==> src/rtl/carfield_domain_seq_if.sv <==
// Request/status bundle between the Carfield register file and the domain sequencer.
// Signal suffixes are from the sequencer's point of view (slave modport).
interface carfield_domain_seq_if #(
  parameter int unsigned NumDomains = 6
);
  logic [NumDomains-1:0] domain_en_i;
  logic [NumDomains-1:0] domain_swrst_i;
  logic [NumDomains-1:0] domain_isolated_i;
  logic [NumDomains-1:0] domain_clk_en_o;
  logic [NumDomains-1:0] domain_rst_no;
  logic [NumDomains-1:0] domain_isolate_o;
  logic [NumDomains-1:0] domain_on_o;
  logic [NumDomains-1:0] iso_err_o;
  logic                  busy_o;

  modport master (
    output domain_en_i, domain_swrst_i, domain_isolated_i,
    input  domain_clk_en_o, domain_rst_no, domain_isolate_o, domain_on_o, iso_err_o, busy_o
  );

  modport slave (
    input  domain_en_i, domain_swrst_i, domain_isolated_i,
    output domain_clk_en_o, domain_rst_no, domain_isolate_o, domain_on_o, iso_err_o, busy_o
  );
endinterface

==> src/rtl/carfield_domain_seq.sv <==
// Power-domain sequencer: one shared FSM walks a round-robin selected domain through
// isolate / reset / clock-gate steps; all outputs registered, no backpressure (level requests).
module carfield_domain_seq #(
  parameter int unsigned NumDomains       = 6,
  parameter int unsigned ClkSettleCycles  = 4,
  parameter int unsigned RstHoldCycles    = 16,
  parameter int unsigned IsoTimeoutCycles = 256
) (
  input  logic                 clk_i,
  input  logic                 rst_ni,
  carfield_domain_seq_if.slave bus
);
  localparam int unsigned MaxA      = (ClkSettleCycles > RstHoldCycles) ? ClkSettleCycles : RstHoldCycles;
  localparam int unsigned MaxCycles = (MaxA > IsoTimeoutCycles) ? MaxA : IsoTimeoutCycles;
  localparam int unsigned CntW      = $clog2(MaxCycles + 1);
  localparam int unsigned IdxW      = (NumDomains > 1) ? $clog2(NumDomains) : 1;

  typedef logic [IdxW-1:0] idx_t;
  typedef logic [CntW-1:0] cnt_t;

  localparam cnt_t ClkLoad = cnt_t'(ClkSettleCycles - 1);
  localparam cnt_t RstLoad = cnt_t'(RstHoldCycles - 1);
  localparam cnt_t IsoLoad = cnt_t'(IsoTimeoutCycles - 1);

  typedef enum logic [2:0] {IDLE, CLK_ON, RST_HOLD, RST_REL, ISO_REQ, RST_ASSERT} state_e;
  typedef enum logic [1:0] {OP_UP, OP_DOWN, OP_SWRST} op_e;

  state_e                state_q, state_d;
  op_e                   op_q, op_d;
  idx_t                  dom_q, dom_d, ptr_q, ptr_d;
  cnt_t                  cnt_q, cnt_d;
  logic [NumDomains-1:0] clk_en_q, clk_en_d, rst_n_q, rst_n_d, iso_q, iso_d;
  logic [NumDomains-1:0] on_q, on_d, err_q, err_d, pend_q, pend_d;
  logic [NumDomains-1:0] sync1_q, sync2_q;
  logic                  busy_q, busy_d;

  logic [NumDomains-1:0] pending;
  logic                  sel_vld;
  idx_t                  sel_idx;
  int unsigned           scan_idx;

  assign pending = (bus.domain_en_i ^ on_q) | pend_q;

  // First pending domain at or after the pointer, wrapping.
  always_comb begin
    sel_vld  = 1'b0;
    sel_idx  = ptr_q;
    scan_idx = 0;
    for (int unsigned k = 0; k < NumDomains; k++) begin
      scan_idx = 32'(ptr_q) + k;
      if (scan_idx >= NumDomains) scan_idx = scan_idx - NumDomains;
      if (!sel_vld && pending[idx_t'(scan_idx)]) begin
        sel_vld = 1'b1;
        sel_idx = idx_t'(scan_idx);
      end
    end
  end

  always_comb begin
    state_d  = state_q;
    op_d     = op_q;
    dom_d    = dom_q;
    ptr_d    = ptr_q;
    cnt_d    = cnt_q;
    clk_en_d = clk_en_q;
    rst_n_d  = rst_n_q;
    iso_d    = iso_q;
    on_d     = on_q;
    err_d    = err_q;
    busy_d   = busy_q;
    pend_d   = pend_q | (bus.domain_swrst_i & on_q);

    unique case (state_q)
      IDLE: begin
        if (sel_vld) begin
          dom_d  = sel_idx;
          busy_d = 1'b1;
          ptr_d  = (32'(sel_idx) == NumDomains - 1) ? '0 : sel_idx + idx_t'(1);
          if (!on_q[sel_idx]) begin
            op_d              = OP_UP;
            clk_en_d[sel_idx] = 1'b1;
            cnt_d             = ClkLoad;
            state_d           = CLK_ON;
          end else begin
            op_d            = bus.domain_en_i[sel_idx] ? OP_SWRST : OP_DOWN;
            iso_d[sel_idx]  = 1'b1;
            on_d[sel_idx]   = 1'b0;
            pend_d[sel_idx] = 1'b0;
            cnt_d           = IsoLoad;
            state_d         = ISO_REQ;
          end
        end
      end
      CLK_ON: begin
        if (cnt_q == '0) begin
          cnt_d   = RstLoad;
          state_d = RST_HOLD;
        end else cnt_d = cnt_q - 1'b1;
      end
      RST_HOLD: begin
        if (cnt_q == '0) begin
          rst_n_d[dom_q] = 1'b1;
          state_d        = RST_REL;
        end else cnt_d = cnt_q - 1'b1;
      end
      // De-isolation is applied on the edge that returns to IDLE.
      RST_REL: begin
        iso_d[dom_q] = 1'b0;
        on_d[dom_q]  = 1'b1;
        busy_d       = 1'b0;
        state_d      = IDLE;
      end
      ISO_REQ: begin
        if (sync2_q[dom_q] || cnt_q == '0) begin
          err_d[dom_q]   = !sync2_q[dom_q];
          rst_n_d[dom_q] = 1'b0;
          cnt_d          = RstLoad;
          state_d        = RST_ASSERT;
        end else cnt_d = cnt_q - 1'b1;
      end
      RST_ASSERT: begin
        if (cnt_q == '0) begin
          if (op_q == OP_DOWN) begin
            clk_en_d[dom_q] = 1'b0;
            busy_d          = 1'b0;
            state_d         = IDLE;
          end else begin
            rst_n_d[dom_q] = 1'b1;
            state_d        = RST_REL;
          end
        end else cnt_d = cnt_q - 1'b1;
      end
      default: state_d = IDLE;
    endcase
  end

  always_ff @(posedge clk_i or negedge rst_ni) begin
    if (!rst_ni) begin
      state_q  <= IDLE;
      op_q     <= OP_UP;
      dom_q    <= '0;
      ptr_q    <= '0;
      cnt_q    <= '0;
      clk_en_q <= '0;
      rst_n_q  <= '0;
      iso_q    <= '1;
      on_q     <= '0;
      err_q    <= '0;
      pend_q   <= '0;
      busy_q   <= 1'b0;
      sync1_q  <= '0;
      sync2_q  <= '0;
    end else begin
      state_q  <= state_d;
      op_q     <= op_d;
      dom_q    <= dom_d;
      ptr_q    <= ptr_d;
      cnt_q    <= cnt_d;
      clk_en_q <= clk_en_d;
      rst_n_q  <= rst_n_d;
      iso_q    <= iso_d;
      on_q     <= on_d;
      err_q    <= err_d;
      pend_q   <= pend_d;
      busy_q   <= busy_d;
      sync1_q  <= bus.domain_isolated_i;
      sync2_q  <= sync1_q;
    end
  end

  assign bus.domain_clk_en_o  = clk_en_q;
  assign bus.domain_rst_no    = rst_n_q;
  assign bus.domain_isolate_o = iso_q;
  assign bus.domain_on_o      = on_q;
  assign bus.iso_err_o        = err_q;
  assign bus.busy_o           = busy_q;
endmodule

==> src/flat_wrapper.sv <==
// flat-port wrapper written by rule: the top's interface ports become plain ports
module carfield_domain_seq_flat 
#(
  parameter int unsigned NumDomains       = 6,
  parameter int unsigned ClkSettleCycles  = 4,
  parameter int unsigned RstHoldCycles    = 16,
  parameter int unsigned IsoTimeoutCycles = 256
)
  (clk_i, rst_ni, bus_domain_en_i, bus_domain_swrst_i, bus_domain_isolated_i, bus_domain_clk_en_o, bus_domain_rst_no, bus_domain_isolate_o, bus_domain_on_o, bus_iso_err_o, bus_busy_o);
  carfield_domain_seq_if #(.NumDomains(NumDomains)) bus_i ();
  input  logic clk_i;
  input  logic rst_ni;
  input wire logic [$bits(bus_i.domain_en_i)-1:0] bus_domain_en_i;
  input wire logic [$bits(bus_i.domain_swrst_i)-1:0] bus_domain_swrst_i;
  input wire logic [$bits(bus_i.domain_isolated_i)-1:0] bus_domain_isolated_i;
  output wire logic [$bits(bus_i.domain_clk_en_o)-1:0] bus_domain_clk_en_o;
  output wire logic [$bits(bus_i.domain_rst_no)-1:0] bus_domain_rst_no;
  output wire logic [$bits(bus_i.domain_isolate_o)-1:0] bus_domain_isolate_o;
  output wire logic [$bits(bus_i.domain_on_o)-1:0] bus_domain_on_o;
  output wire logic [$bits(bus_i.iso_err_o)-1:0] bus_iso_err_o;
  output wire logic [$bits(bus_i.busy_o)-1:0] bus_busy_o;
  assign bus_i.domain_en_i = bus_domain_en_i;
  assign bus_i.domain_swrst_i = bus_domain_swrst_i;
  assign bus_i.domain_isolated_i = bus_domain_isolated_i;
  assign bus_domain_clk_en_o = bus_i.domain_clk_en_o;
  assign bus_domain_rst_no = bus_i.domain_rst_no;
  assign bus_domain_isolate_o = bus_i.domain_isolate_o;
  assign bus_domain_on_o = bus_i.domain_on_o;
  assign bus_iso_err_o = bus_i.iso_err_o;
  assign bus_busy_o = bus_i.busy_o;
  carfield_domain_seq #(.NumDomains(NumDomains), .ClkSettleCycles(ClkSettleCycles), .RstHoldCycles(RstHoldCycles), .IsoTimeoutCycles(IsoTimeoutCycles)) u_core (.clk_i(clk_i), .rst_ni(rst_ni), .bus(bus_i));
endmodule
==> config.mk <==
export PLATFORM = sky130hd
export DESIGN_NAME = carfield_domain_seq_flat
export DESIGN_NICKNAME = d
export VERILOG_FILES = /design/src/rtl/carfield_domain_seq_if.sv /design/src/rtl/carfield_domain_seq.sv /design/src/flat_wrapper.sv
export SDC_FILE = /design/constraint.sdc
export NUM_CORES = 1
export LEC_CHECK = 0
export ABC_AREA = 1
export BUFFER_PORTS_ARGS = -buffer_cell sky130_fd_sc_hd__buf_2
export CORE_MARGIN = 3
export CORE_UTILIZATION = 53
export DETAILED_ROUTE_END_ITERATION = 10
export HOLD_SLACK_MARGIN = 0.15
export PLACE_DENSITY = 0.76
export SLEW_MARGIN = 20
export SYNTH_ARGS = -nofsm -noshare
export SYNTH_HDL_FRONTEND = slang
export SYNTH_SLANG_ARGS = --single-unit
==> constraint.sdc <==
create_clock -name clk_i -period 2.83 [get_ports clk_i]
set_input_delay 0 -clock clk_i [delete_from_list [all_inputs] [get_ports clk_i]]
set_output_delay 0 -clock clk_i [all_outputs]
set_load 0.01 [all_outputs]
==> flow_metrics.tcl <==
set metrics [dict create \
    outcome "finished with violations" \
    failed_checks "negative setup slack" \
    fmaxAchievable_mhz 336 \
    dp_hpwl_mm 8.90 \
    synth.area.top_cells "sky130_fd_sc_hd__dfrtp_1 36%, sky130_fd_sc_hd__nand2_1 15%, sky130_fd_sc_hd__inv_1 8.0%, sky130_fd_sc_hd__nand3_1 5.6%, sky130_fd_sc_hd__nor2_1 4.4%" \
    worstPathBufferInverterCount 4 \
    io_buffer_count 50 \
    syn_nets 631 \
    root_buffer "sky130_fd_sc_hd__clkbuf_8" \
    criticalPathCategory "flop to flop" \
    place_ws_ns -0.208 \
    min-delay-path-class "primary input to flop" \
    critical-path-slowest-cell "sky130_fd_sc_hd__dfrtp_2" \
    detail_route.first_pass.iterations 6 \
    post-synth-top-area-cell "sky130_fd_sc_hd__dfrtp_1" \
    min_delay_worst_endpoint "u_core.op_q[0]$_DFFE_PN0P_" \
    final_net_count 777 \
    num_io_pins 51 \
    setup_ws_ns -0.145 \
    synthesis.area_per_instance_sq_um 7.24 \
    synth_top_flop_cell "sky130_fd_sc_hd__dfrtp_1" \
    grt_start_max_net_pins 43 \
    worst_hold_path_stage_count 6 \
    endpoints_failing_setup 34 \
    grt_antenna_before_repair 0 \
    final_hold_viol_count 0 \
    placement_rows 32 \
    finalSetupTns_ns -3.21 \
    worst-endpoint-arrival_ns 3.22 \
    start_util_pct 55.5 \
    synth.cell_area_sq_um 4360 \
    yosysTopAreaCellShare_pct 36.2 \
    irDropWorstVdd_mv 0.550 \
    areaGrowthSynthToFinish_pct 38.6 \
    detailroute.via_count 4567 \
    cp-start-kind "flop" \
    dieWidth_microns 96.7 \
    cp.required_ns 3.07 \
    cp-end-kind "flop" \
    overflow 0 \
    remaining_drc_errors 0 \
    critical_path_peak_fanout 8 \
    crit_family "simple AND/OR/NAND/NOR gates" \
    dieHeight_microns 96.7 \
    reg2reg_from "u_core.ptr_q[1]$_DFFE_PN0P_" \
    postLayoutCoreUtil_pct 76.9 \
    slew_viol_final 0 \
    htree_num_levels 3 \
    synthesis.yosys.warnings 0 \
    synth-seq-cells 69 \
    end_of_the_worst_register_to_register_path "u_core.bus.domain_clk_en_o[3]$_DFFE_PN0P_" \
    insertedDiodeCount 0 \
    gp_congestion 0.933 \
    powerDensity_nw_per_um2 605 \
    rsz_0062_raised_after_global_routing "true" \
    post-route-min-period_ns 2.97 \
    worst-r2r-cell-count 21 \
    grt_first_pass_wirelength_mm 20.6 \
    final.period_utilization_pct 105 \
    fin_worst_skew_ns 0.0112 \
    reg2reg_slack_ns -0.14 \
    wirelength_per_cell_microns 15.1 \
    fraction_of_final_layout_cells_with_drive_strength_greater_than_1_pct 34.0 \
    routed_via_density 5.34 \
    cts_inserted_buffers 9 \
    cts_max_path_buffers 2 \
    yosysUniqueCellTypes 43 \
    synth-edff-count 0 \
    global_route.usage.total_pct 26.7 \
    async_reset_ff_share_pct 100 \
    synthCells 602 \
    crit_path_max_incr_delay_ns 0.47 \
    timing_worst_slew_pin_value_ns 0.931 \
    timing.hold.ws_ns 0.215 \
    clock_latency_ns 0.35 \
    dieArea_sq_um 9350 \
    clock-sinks 69 \
    tritoncts "built" \
    final_antenna_net_count 0 \
    number_of_global_route_vias_before_repair 4426 \
    path_cells "inv_4 > ha_4 > inv_2 > nand3_1 > nand3_2 > nand2_2 > nand3_4 > nand3_4 > nor2_4 > nand4_4 > o21ai_2 > inv_1 > nand2_2 > nand2_4 > buf_4 > nand2_4 > nand2_8 > nand2_8 > nand2_8 > nand2_2 > nand2_1" \
    place_area_sq_um 5130 \
    clkSlewWorstSetupHoldPaths_ns 0.08 \
    synth.yosys.seq_area_share_pct 39.8 \
    design.core.area_sq_um 7850 \
    drv.max_cap_violation_count 0 \
    initialDrtViolationCount 348 \
    relSlewSlack_pct 37.9 \
    finish.instance_area_sq_um 6040 \
    postRouteWirelength_mm 12.9 \
    timing.hold.worst.start "bus_domain_en_i[4]" \
    cellLeakagePower_nw 3.04 \
]
==> kinds of logic (layout without fill, tap and decap cells) <==
group / after synthesis / after routing / synth area share [%]
adder cells (fa/ha/maj): 9 / 9 / 2.58
AO/OA/AOI/OAI: 81 / 81 / 10.6
AND/OR/NAND/NOR: 331 / 333 / 36.2
buffers and inverters: 105 / 254 / 9.42
flip-flops: 69 / 69 / 39.8
XOR/XNOR: 7 / 7 / 1.41
==> power breakdown <==
part | total, mW | internal [mW] | leakage (nW) | switching [mW]
Clock | 0.806 | 0.414 | 0.0935 | 0.391
Combinational | 1.71 | 0.715 | 2.14 | 0.992
Sequential | 1.14 | 1.07 | 0.807 | 0.0691
==> Yosys cell counts, types with 3 or more instances <==
cell,n
sky130_fd_sc_hd__nand4_1,12
sky130_fd_sc_hd__a21oi_1,21
sky130_fd_sc_hd__xnor2_1,3
sky130_fd_sc_hd__nand2_4,6
sky130_fd_sc_hd__nand2_2,13
sky130_fd_sc_hd__o21ai_1,4
sky130_fd_sc_hd__clkbuf_1,3
sky130_fd_sc_hd__dfrtp_1,63
sky130_fd_sc_hd__dfstp_2,6
sky130_fd_sc_hd__inv_2,4
sky130_fd_sc_hd__xor2_1,4
sky130_fd_sc_hd__o21a_1,5
sky130_fd_sc_hd__nand3b_1,3
sky130_fd_sc_hd__inv_1,93
sky130_fd_sc_hd__ha_1,9
sky130_fd_sc_hd__nand2_1,171
sky130_fd_sc_hd__nor2_4,3
sky130_fd_sc_hd__nor2_1,51
sky130_fd_sc_hd__nand3_4,4
sky130_fd_sc_hd__nand3_1,49
sky130_fd_sc_hd__nor3_1,10
sky130_fd_sc_hd__o21ai_0,37
==> cell type report <==
cell class,count,area [sq um]
fillers,578,1810
repair buffers,139,1000
clock buffers,10,128
well taps,102,128
multi-input cells,430,2580
inverters,98,379
repair inverters,1,7.51
flip-flops and latches,69,1740
clock inverters,6,71.3
==> metal layers <==
layer / vias to the layer above / share of wire, % / GRT usage [%]
met1: 2147 / 41 / 33.0
li1: 2219 / - / -
met4: 0 / 3.0 / 11.1
met2: 166 / 51 / 47.2
met3: 35 / 5.1 / 3.10
met5: - / 0 / 0
==> worst min-delay path, stage by stage <==
cell and delay [ns]:
sky130_fd_sc_hd__buf_2 0.12, sky130_fd_sc_hd__nand2_1 0.05, sky130_fd_sc_hd__o21ai_0 0.06, sky130_fd_sc_hd__nand3_1 0.08, sky130_fd_sc_hd__nand2_1 0.12, sky130_fd_sc_hd__o21ai_1 0.08
==> cells in the final DEF, fill, tap and decap left out, drive strengths merged, types with 2 or more instances in the layout <==
cell type    synthesis  layout
nand2              191     193
buf                  4     126
inv                 97      98
dfrtp               63      63
nor2                55      55
nand3               55      55
o21ai               42      42
a21oi               22      22
nand4               14      14
dlygate4sd3          0      13
nor3                10      10
clkbuf               3      10
ha                   9       9
dfstp                6       6
o21a                 5       5
clkinvlp             0       4
xor2                 4       4
nand3b               3       3
xnor2                3       3
o211ai               2       2
o22ai                2       2
o31ai                2       2
a31oi                2       2
nor4                 2       2
clkinv               1       2
==> state kept, by name, summed over array words and instances (netlist names), 6 cells and up, named ones only <==
| signal | count |
|---|---|
| u_core.bus.iso_err_o | 6 |
| u_core.bus.domain_clk_en_o | 6 |
| u_core.bus.domain_on_o | 6 |
| u_core.bus.domain_isolate_o | 6 |
| u_core.pend_q | 6 |
| u_core.cnt_q | 9 |
| u_core.sync1_q | 6 |
| u_core.sync2_q | 6 |
==> per-stage QoR <==
stage	total power [mW]	instances
floorplan	1.98	602
global placement	2.43	802
detailed placement	2.47	802
CTS	3.48	846
global route	3.87	855
finish	3.65	855
==> worst max path at each step <==
stage / end / startpoint / slack, ns / cells past startpoint
detailed placement: u_core.bus.domain_clk_en_o[2]$_DFFE_PN0P_ / u_core.ptr_q[1]$_DFFE_PN0P_ / -0.21 / 24
global route: u_core.bus.domain_clk_en_o[3]$_DFFE_PN0P_ / u_core.ptr_q[1]$_DFFE_PN0P_ / -0.31 / 25
CTS: u_core.bus.domain_clk_en_o[5]$_DFFE_PN0P_ / u_core.ptr_q[0]$_DFFE_PN0P_ / -0.06 / 26
global placement: u_core.bus.domain_clk_en_o[0]$_DFFE_PN0P_ / u_core.ptr_q[2]$_DFFE_PN0P_ / -0.11 / 21
finish: u_core.bus.domain_clk_en_o[3]$_DFFE_PN0P_ / u_core.ptr_q[1]$_DFFE_PN0P_ / -0.14 / 21
floorplan: u_core.bus.domain_clk_en_o[0]$_DFFE_PN0P_ / u_core.ptr_q[0]$_DFFE_PN0P_ / 0.06 / 23
==> timing repair <==
item / CTS / global route
resized for setup: 58 / 42
cloned: 2 / 1
setup endpoints to repair: 38 / 45
hold endpoints to repair: 47 / 0
hold buffers: 13 / 0
pin swaps: 19 / 15
setup buffers: 13 / 8
Power figures use the tool's default switching activity.
